--- config.mk ---
export PLATFORM = sky130hd
export DESIGN_NAME = vga_box_renderer
export DESIGN_NICKNAME = d
export VERILOG_FILES = /design/src/rtl/vga_pkg.sv /design/src/rtl/box_axis_mover.sv /design/src/rtl/vga_box_renderer.sv
export SDC_FILE = /design/constraint.sdc
export NUM_CORES = 1
export LEC_CHECK = 0
export CAP_MARGIN = 5
export CORE_MARGIN = 8
export CORE_UTILIZATION = 52
export DETAILED_ROUTE_END_ITERATION = 12
export HOLD_SLACK_MARGIN = 0.03
export PLACE_DENSITY_LB_ADDON = 0.1
export SYNTH_ARGS = -nofsm -noshare
export SYNTH_HDL_FRONTEND = slang
export SYNTH_SLANG_ARGS = --single-unit
--- constraint.sdc ---
create_clock -name clk -period 2.4 [get_ports clk]
set_clock_uncertainty 0.15 [all_clocks]
set_input_delay 0.36 -clock clk [delete_from_list [all_inputs] [get_ports clk]]
set_output_delay 0.36 -clock clk [all_outputs]
set_load 0.01 [all_outputs]
--- src/rtl/vga_pkg.sv ---
// Constants and types shared by the VGA timing generator and the pixel stages.
package vga_pkg;

    localparam int H_DISPLAY = 640;
    localparam int V_DISPLAY = 480;

    localparam logic [5:0] BG_COLOUR = 6'b000001;

    // RRGGBB entries, index 0 in the least significant slot:
    // red, green, blue, yellow, cyan, magenta, white, orange.
    localparam logic [7:0][5:0] PALETTE = {
        6'b111000,
        6'b111111,
        6'b110011,
        6'b001111,
        6'b111100,
        6'b000011,
        6'b001100,
        6'b110000
    };

    typedef enum logic {
        DIR_FWD = 1'b0,
        DIR_REV = 1'b1
    } dir_t;

endpackage

--- src/rtl/box_axis_mover.sv ---
// One axis of the bouncing box: position register, travel direction and
// bounce detection against 0 and LIMIT-BOX_SIZE.
module box_axis_mover #(
    parameter int LIMIT    = 640,
    parameter int BOX_SIZE = 32,
    parameter int SPEED    = 2,
    parameter int INIT     = 64
) (
    input  logic       clk,
    input  logic       rst,
    input  logic       step_i,
    output logic [9:0] pos_o,
    output logic       bounce_o
);
    import vga_pkg::*;

    localparam logic [10:0] MAX_POS = 11'(LIMIT - BOX_SIZE);
    localparam logic [10:0] SPD     = 11'(SPEED);

    logic [9:0]  pos_q, pos_d;
    dir_t        dir_q, dir_d;
    logic [10:0] pos_ext;

    assign pos_ext = {1'b0, pos_q};
    assign pos_o   = pos_q;

    always_ff @(posedge clk or posedge rst) begin
        if (rst) begin
            pos_q <= 10'(INIT);
            dir_q <= DIR_FWD;
        end else begin
            pos_q <= pos_d;
            dir_q <= dir_d;
        end
    end

    // A step that would reach or pass an edge clamps onto it and reverses.
    always_comb begin
        pos_d    = pos_q;
        dir_d    = dir_q;
        bounce_o = 1'b0;
        if (step_i) begin
            if (dir_q == DIR_FWD) begin
                if (pos_ext + SPD >= MAX_POS) begin
                    pos_d    = MAX_POS[9:0];
                    dir_d    = DIR_REV;
                    bounce_o = 1'b1;
                end else begin
                    pos_d = pos_q + SPD[9:0];
                end
            end else begin
                if (pos_ext <= SPD) begin
                    pos_d    = '0;
                    dir_d    = DIR_FWD;
                    bounce_o = 1'b1;
                end else begin
                    pos_d = pos_q - SPD[9:0];
                end
            end
        end
    end

endmodule

--- src/rtl/vga_box_renderer.sv ---
// Pixel stage after the VGA timing generator: draws a bouncing, colour-cycling
// square and registers RGB together with both syncs (one-cycle latency).
module vga_box_renderer #(
    parameter int H_DISPLAY = vga_pkg::H_DISPLAY,
    parameter int V_DISPLAY = vga_pkg::V_DISPLAY,
    parameter int BOX_SIZE  = 32,
    parameter int SPEED     = 2,
    parameter int INIT_X    = 64,
    parameter int INIT_Y    = 48
) (
    input  logic       clk,
    input  logic       rst,
    input  logic [9:0] x,
    input  logic [9:0] y,
    input  logic       active,
    input  logic       hsync_in,
    input  logic       vsync_in,
    input  logic       pause,
    output logic [5:0] rgb,
    output logic       hsync_out,
    output logic       vsync_out
);
    import vga_pkg::*;

    localparam logic [10:0] BOX_W = 11'(BOX_SIZE);

    logic       tick, step;
    logic [9:0] box_x, box_y;
    logic       bounce_x, bounce_y;
    logic [2:0] colour_idx_q, colour_idx_d;
    logic       inside_x, inside_y;
    logic [5:0] rgb_q, rgb_d;
    logic       hsync_q, vsync_q;

    // First pixel of the first blanking line: once per frame, never visible.
    assign tick = (x == 10'd0) && (y == 10'(V_DISPLAY));
    assign step = tick && !pause;

    box_axis_mover #(
        .LIMIT(H_DISPLAY), .BOX_SIZE(BOX_SIZE), .SPEED(SPEED), .INIT(INIT_X)
    ) u_mover_x (
        .clk(clk), .rst(rst), .step_i(step), .pos_o(box_x), .bounce_o(bounce_x)
    );

    box_axis_mover #(
        .LIMIT(V_DISPLAY), .BOX_SIZE(BOX_SIZE), .SPEED(SPEED), .INIT(INIT_Y)
    ) u_mover_y (
        .clk(clk), .rst(rst), .step_i(step), .pos_o(box_y), .bounce_o(bounce_y)
    );

    // A corner hit bounces both axes but still advances the colour only once.
    assign colour_idx_d = colour_idx_q + 3'(step && (bounce_x || bounce_y));

    assign inside_x = ({1'b0, x} >= {1'b0, box_x}) && ({1'b0, x} < {1'b0, box_x} + BOX_W);
    assign inside_y = ({1'b0, y} >= {1'b0, box_y}) && ({1'b0, y} < {1'b0, box_y} + BOX_W);

    always_comb begin
        rgb_d = '0;
        if (active) begin
            rgb_d = (inside_x && inside_y) ? PALETTE[colour_idx_q] : BG_COLOUR;
        end
    end

    always_ff @(posedge clk or posedge rst) begin
        if (rst) begin
            colour_idx_q <= '0;
            rgb_q        <= '0;
            hsync_q      <= 1'b1;
            vsync_q      <= 1'b1;
        end else begin
            colour_idx_q <= colour_idx_d;
            rgb_q        <= rgb_d;
            hsync_q      <= hsync_in;
            vsync_q      <= vsync_in;
        end
    end

    assign rgb       = rgb_q;
    assign hsync_out = hsync_q;
    assign vsync_out = vsync_q;

endmodule

==> flow_metrics.py, run 1 <==
metrics = {
    "status": {
        "outcome": "finished with violations",
        "violations": "negative setup slack",
    },
    "setup_path": {
        "timing.reg2reg.setup_slack_ns": -0.38,
        "path_class": "flop to flop",
        "endpoint": "rgb[3]",
        "reg2reg_to": "rgb[3]",
        "cp-startpoint": "u_mover_y.pos_o[5]",
        "end_kind": "flop",
        "cpMostUsedCell": "ha_4",
        "path_cells": "ha_4 -> nand3_4 -> xnor2_4 -> ha_4 -> a21oi_4 -> nand2_2 -> a311o_1 -> a32oi_2 -> nand4_1 -> buf_4 -> nor2_1",
        "slowest_stage": "dfstp_2",
        "start_kind": "flop",
        "cp_max_fo": 4,
        "worst-path-buf-inv": 1,
        "critPathRequiredTime_ns": 2.47,
        "ff2ff_path_depth": 11,
        "path_delay_family": "compound AO/OA/AOI/OAI gates",
        "crit_cells": 11,
        "cpPeakStageDelay_ns": 0.57,
        "cp.arrival_ns": 2.86,
        "r2r-start": "u_mover_y.pos_o[5]",
    },
    "die": {
        "row_count": 27,
        "dieWidth_um": 91.8,
        "die_area_um2": 8430,
        "die_h_um": 91.8,
        "design.core.area_um2": 5540,
        "initial_core_util_pct": 54.0,
        "num_io_pins": 34,
    },
    "logic_synthesis": {
        "async_flop_share_pct": 100,
        "synth.distinct_cells": 68,
        "synth.yosys.warnings": 0,
        "yosys.area_share.simple_pct": 20.7,
        "synth_xor_area_share_pct": 3.22,
        "synth_top_family_by_area": "compound AO/OA/AOI/OAI gates",
        "syn_area_um2": 2990,
        "yosysSeqAreaShare_pct": 25.3,
        "synth_compound_area_share_pct": 24.0,
        "synthMuxAreaShare_pct": 0.711,
        "syn-num-nets": 433,
        "synth_edf_count": 0,
        "ys.flop_type": "dfrtp_1",
        "synth-adder-area-share_pct": 19.2,
        "avgSynthCellArea_um2": 8.28,
        "synthCells": 361,
        "synth_seq_cells": 30,
    },
    "cells_and_area": {
        "layout.nets": 558,
        "drive_above_1_share_pct": 37.6,
        "utilization_pct": 84.4,
        "synthToLayoutAreaGrowth_pct": 56.4,
        "stdcell_count": 559,
        "num_antenna_cells": 0,
    },
    "global_routing": {
        "grt_overflow": 0,
        "gr-usage-all-layers_pct": 22.5,
        "grt_pass1_vias": 3227,
        "grt_start_max_net_pins": 31,
        "antenna_found_initial": 0,
        "grt_pass1_wl_um": 15300,
    },
    "sta": {
        "min_period_ns": 2.78,
        "postLayoutSetupSlackWorst_ns": -0.384,
        "finalSetupViolations": 18,
        "tightest_slew_ns": 0.524,
        "slew_violations": 0,
        "hold_viol": 0,
        "fmax_mhz": 359,
        "tns_ns": -2.56,
        "slew_headroom_pct": 64.9,
        "finalCritPeriodShare_pct": 116,
        "rsz0062_at_grt": "true",
    },
    "routing": {
        "drt-pass1-iter-count": 5,
        "detail-route-antenna-nets": 0,
        "vias": 3382,
        "initialDrtViolationCount": 229,
        "wl_um": 10300,
        "routed_via_density": 6.05,
        "wl_per_cell_um": 18.5,
        "drc": 0,
    },
    "placement": {
        "placed_cells_incl_taps": 536,
        "numPortBuffers": 33,
        "routabilityCongestion": 0.936,
        "place_hpwl_um": 6970,
    },
    "clock_tree": {
        "hold_buffers": 0,
        "clk_pin_slew_ns": 0.08,
        "cts_buffer_depth": 2,
        "cts_buffers": 5,
        "cts_tree": "yes",
        "root_buffer": "clkbuf_8",
        "clk_latency_ns": 0.29,
        "cts_max_level": 2,
        "clock_sinks": 30,
    },
    "worst_hold_path": {
        "holdCritPathClass": "input port to asynchronous set/reset pin",
    },
    "power_and_ir_drop": {
        "cellPowerDensity_nw_per_um2": 287,
        "p_leak_uw": 0.00208,
        "peakVddDrop_uv": 320,
    },
    "flow_run": {
        "maxCapViolCount": 0,
    },
}
-- kinds of logic after synthesis --
kind of cell,count (synthesis)
AOI/OAI and AO/OA,111
and+or+nand+nor,112
muxes,2
xor gates and xnor gates,11
DFF,30
buffers and inverters,49
adders and majority gates,46
-- power breakdown --
| part | switching (uW) | internal, uW |
|---|---|---|
| Combinational | 70.1 | 90.6 |
| Clock | 227 | 443 |
| Sequential | 1.26 | 510 |
| Total | 298 | 1040 |
-- layout make-up --
class	instances	area, um2
multi-input combinational	282	2450
fill	308	862
clock buffer	6	82.6
timing repair buffer	134	1110
sequential	30	759
inverter	33	126
clock inverter	2	60.1
tap	72	90.1
-- timing repair --
item,CTS,global route
setup endpoints to repair,14,25
pin swaps,12,31
resized for setup,26,60
buffers inserted,6,13
-- tightest hold or removal path, stage by stage --
cell and delay [ns]:
clkdlybuf4s50_1 0.39, inv_1 0.05, buf_4 0.37
-- flip-flops by register name (all words and copies together), names as in the netlist --
| signal | cells |
|---|---|
| u_mover_x.pos_o | 9 |
| u_mover_y.pos_o | 9 |
| rgb | 5 |
| colour_idx_q | 3 |
| hsync_out | 1 |
| u_mover_x.dir_q | 1 |
| u_mover_y.dir_q | 1 |
| vsync_out | 1 |
-- placed cells by master (no fill, tap or decap), types with 15 or more instances in the layout --
cell | Yosys | routed
buf_4 | 2 | 96
ha_1 | 46 | 39
clkdlybuf4s50_1 | 0 | 33
inv_1 | 33 | 29
o21ai_0 | 34 | 23
dfrtp_1 | 25 | 23
nand2_1 | 21 | 20
nor2_1 | 24 | 19
a21oi_1 | 25 | 19
nand3_1 | 17 | 15
-- through the flow --
stage / area (um2) / total power [uW] / setup WS (ns) / hold slack, ns
2_1_floorplan: 3020 / 575 / -0.132 / 0.214
5_1_grt: 4680 / 1380 / -0.466 / 0.324
3_5_place_dp: 4000 / 665 / -0.427 / 0.415
6_report: 4680 / 1340 / -0.384 / 0.303
3_3_place_gp: 4000 / 662 / -0.314 / 0.403
4_1_cts: 4310 / 1320 / -0.299 / 0.326
-- per-layer routing --
| layer | part of all wire, % | up-vias | GRT usage, % |
|---|---|---|---|
| li1 | - | 1585 | - |
| met1 | 38 | 1646 | 23.2 |
| met2 | 54 | 110 | 43.2 |
| met5 | 0 | - | 0 |
| met3 | 3.9 | 41 | 3.34 |
| met4 | 5.0 | 0 | 11.1 |
-- worst min path at each step --
stage | start | endpoint | slack [ns] | cells after the start
2_1_floorplan | hsync_in | hsync_out | 0.21 | 0
3_3_place_gp | u_mover_x.pos_o[9] | u_mover_x.pos_o[9] | 0.40 | 2
3_5_place_dp | u_mover_x.pos_o[9] | u_mover_x.pos_o[9] | 0.41 | 2
4_1_cts | rst | u_mover_y.pos_o[1] | 0.33 | 3
5_1_grt | hsync_in | hsync_out | 0.32 | 1
6_report | rst | u_mover_y.pos_o[1] | 0.30 | 3
-- cell usage after synthesis, types with 3 or more instances --
library cell	instances	area (um2)
dfstp_2	5	131
nor4b_1	3	26.3
o31ai_1	3	22.5
a22oi_1	5	37.5
nand3_1	17	85.1
dfrtp_1	25	626
ha_1	46	576
nor3_1	14	70.1
o21ai_0	34	170
o22ai_1	4	25.0
clkbuf_1	10	37.5
nand2_1	21	78.8
nor4_1	4	25.0
nor2b_1	4	25.0
a211oi_1	3	22.5
buf_2	3	15.0
xnor2_1	10	87.6
o211ai_1	4	30.0
nor2_1	24	90.1
inv_1	33	124
nand4_1	5	31.3
a21oi_1	25	125
o21a_1	5	37.5
No activity file was read; power rests on OpenSTA's default activity.
==> inputs of run 2 (changes only) <==
Settings changed: CAP_MARGIN 5 to unset.
==> results of run 2 <==
Final layout, timing and power as in run 1 (identical DEF).
==> inputs of run 3 (changes only) <==
Settings changed: CORE_MARGIN 8 to 10, CORE_UTILIZATION 52 to 30.
==> flow_metrics.py, run 3 (synthesized netlist as in run 1, its figures left out) <==
metrics = {
    "sta": {
        "postLayoutSetupSlackWorst_ns": -0.241,
        "fmax_mhz": 379,
        "finalCritPeriodShare_pct": 110,
        "rsz0062_at_grt": "true",
        "slew_headroom_pct": 66.6,
        "tightest_slew_ns": 0.488,
        "min_period_ns": 2.64,
        "finalSetupViolations": 9,
        "slew_violations": 0,
        "hold_viol": 0,
    },
    "setup_path": {
        "end_kind": "flop",
        "path_class": "flop to flop",
        "critPathRequiredTime_ns": 2.45,
        "cp_max_fo": 4,
        "start_kind": "flop",
        "cp.arrival_ns": 2.69,
    },
    "global_routing": {
        "grt_pass1_vias": 3269,
        "grt_start_max_net_pins": 31,
        "antenna_found_initial": 0,
        "grt_pass1_wl_um": 16500,
        "gr-usage-all-layers_pct": 13.9,
        "grt_overflow": 0,
    },
    "power_and_ir_drop": {
        "peakVddDrop_uv": 300,
        "cellPowerDensity_nw_per_um2": 275,
        "p_leak_uw": 0.00214,
        "p_total_uw": 1330,
    },
    "cells_and_area": {
        "layout_commonest_cell": "buf_4",
        "drive_above_1_share_pct": 38.3,
        "layout.nets": 567,
        "ff_latch_area_um2": 758,
        "utilization_pct": 49.5,
        "synthToLayoutAreaGrowth_pct": 61.1,
        "layout_common_cells": "101 x buf_4, 38 x ha_1, 31 x clkdlybuf4s50_1, 27 x inv_1, 25 x o21ai_0",
        "stdcell_count": 629,
        "multi_input_area_um2": 2420,
        "num_antenna_cells": 0,
        "fillers": 957,
    },
    "routing": {
        "drc": 0,
        "detail-route-antenna-nets": 0,
        "wl_per_cell_um": 16.3,
        "drt-pass1-iter-count": 4,
        "initialDrtViolationCount": 180,
        "vias": 3214,
        "wl_um": 10300,
        "routed_via_density": 5.11,
    },
    "clock_tree": {
        "cts_tree": "yes",
        "cts_max_level": 2,
        "hold_buffers": 0,
        "cts_buffers": 5,
        "root_buffer": "clkbuf_8",
        "clk_pin_slew_ns": 0.08,
        "clock_sinks": 30,
        "clk_latency_ns": 0.28,
        "cts_buffer_depth": 2,
    },
    "status": {
        "outcome": "finished with violations",
        "violations": "negative setup slack",
    },
    "die": {
        "die_h_um": 120,
        "num_io_pins": 34,
        "die_area_um2": 14400,
        "design.core.area_um2": 9730,
        "row_count": 36,
        "dieWidth_um": 120,
        "initial_core_util_pct": 30.7,
    },
    "worst_hold_path": {
        "holdCritPathClass": "input port to asynchronous set/reset pin",
    },
    "placement": {
        "pre_cts_ws_ns": -0.479,
        "place_hpwl_um": 7670,
        "numPortBuffers": 33,
        "placed_cells_incl_taps": 603,
        "routabilityCongestion": 0.849,
    },
    "flow_run": {
        "maxCapViolCount": 0,
    },
}
-- run 3: metal layers --
layer | global-route usage (%) | vias up | part of all wire (%)
li1 | - | 1600 | -
met1 | 16.7 | 1542 | 43
met2 | 24.9 | 62 | 52
met3 | 2.53 | 10 | 3.5
met4 | 3.54 | 0 | 1.5
met5 | 0 | - | 0
-- run 3: final cells by class --
class / instances / share of cell area (%)
clock inverter: 2 / 1.25
sequential: 30 / 15.7
tap: 133 / 3.45
multi-input combinational: 282 / 50.1
clock buffer: 6 / 1.71
inverter: 33 / 2.57
timing repair buffer: 143 / 25.1
-- run 3: critical path, stage by stage (launching register included) --
cell and delay [ns]:
dfstp_2 0.58, ha_4 0.15, nand3_4 0.06, xnor2_1 0.13, ha_1 0.33, a21oi_1 0.13, nand2_1 0.08, a311o_1 0.28
a32oi_2 0.23, nand4_1 0.12, buf_6 0.15, a211oi_2 0.15
-- run 3: worst paths after layout --
check,from,to,slack (ns),depth (start not counted)
worst min register to register,u_mover_x.dir_q,u_mover_x.pos_o[6],0.43,2
worst max register to register,u_mover_y.pos_o[5],rgb[4],-0.24,11
max in group asynchronous,rst,u_mover_x.pos_o[6],1.45,3
worst min-delay path,rst,u_mover_y.pos_o[1],0.32,3
worst max-delay path,u_mover_y.pos_o[5],rgb[4],-0.24,11
min in group clk,hsync_in,hsync_out,0.33,1
-- run 3: what timing repair did --
| item | in CTS | in global routing |
|---|---|---|
| pin swaps | 21 | 33 |
| resized for setup | 35 | 54 |
| cloned | 1 | 0 |
| endpoints found under the setup margin | 22 | 25 |
| buffers inserted | 13 | 11 |
-- run 3: through the flow --
stage               instance area [um2]  TNS [ns]  hold slack (ns)
finish                             4820     -1.39            0.319
global route                       4820     -2.55            0.311
CTS                                4530     -1.37            0.321
detailed placement                 4140     -8.19            0.411
global placement                   4140     -7.82            0.402
floorplan                          3020    -0.611            0.214
-- run 3: report_power, final --
group	internal [uW]	leakage, uW	switching [uW]
sequential	510	0.000366	1.03
combinational	91.7	0.00171	68.7
clock	443	0.0000714	213
total	1040	0.00214	282
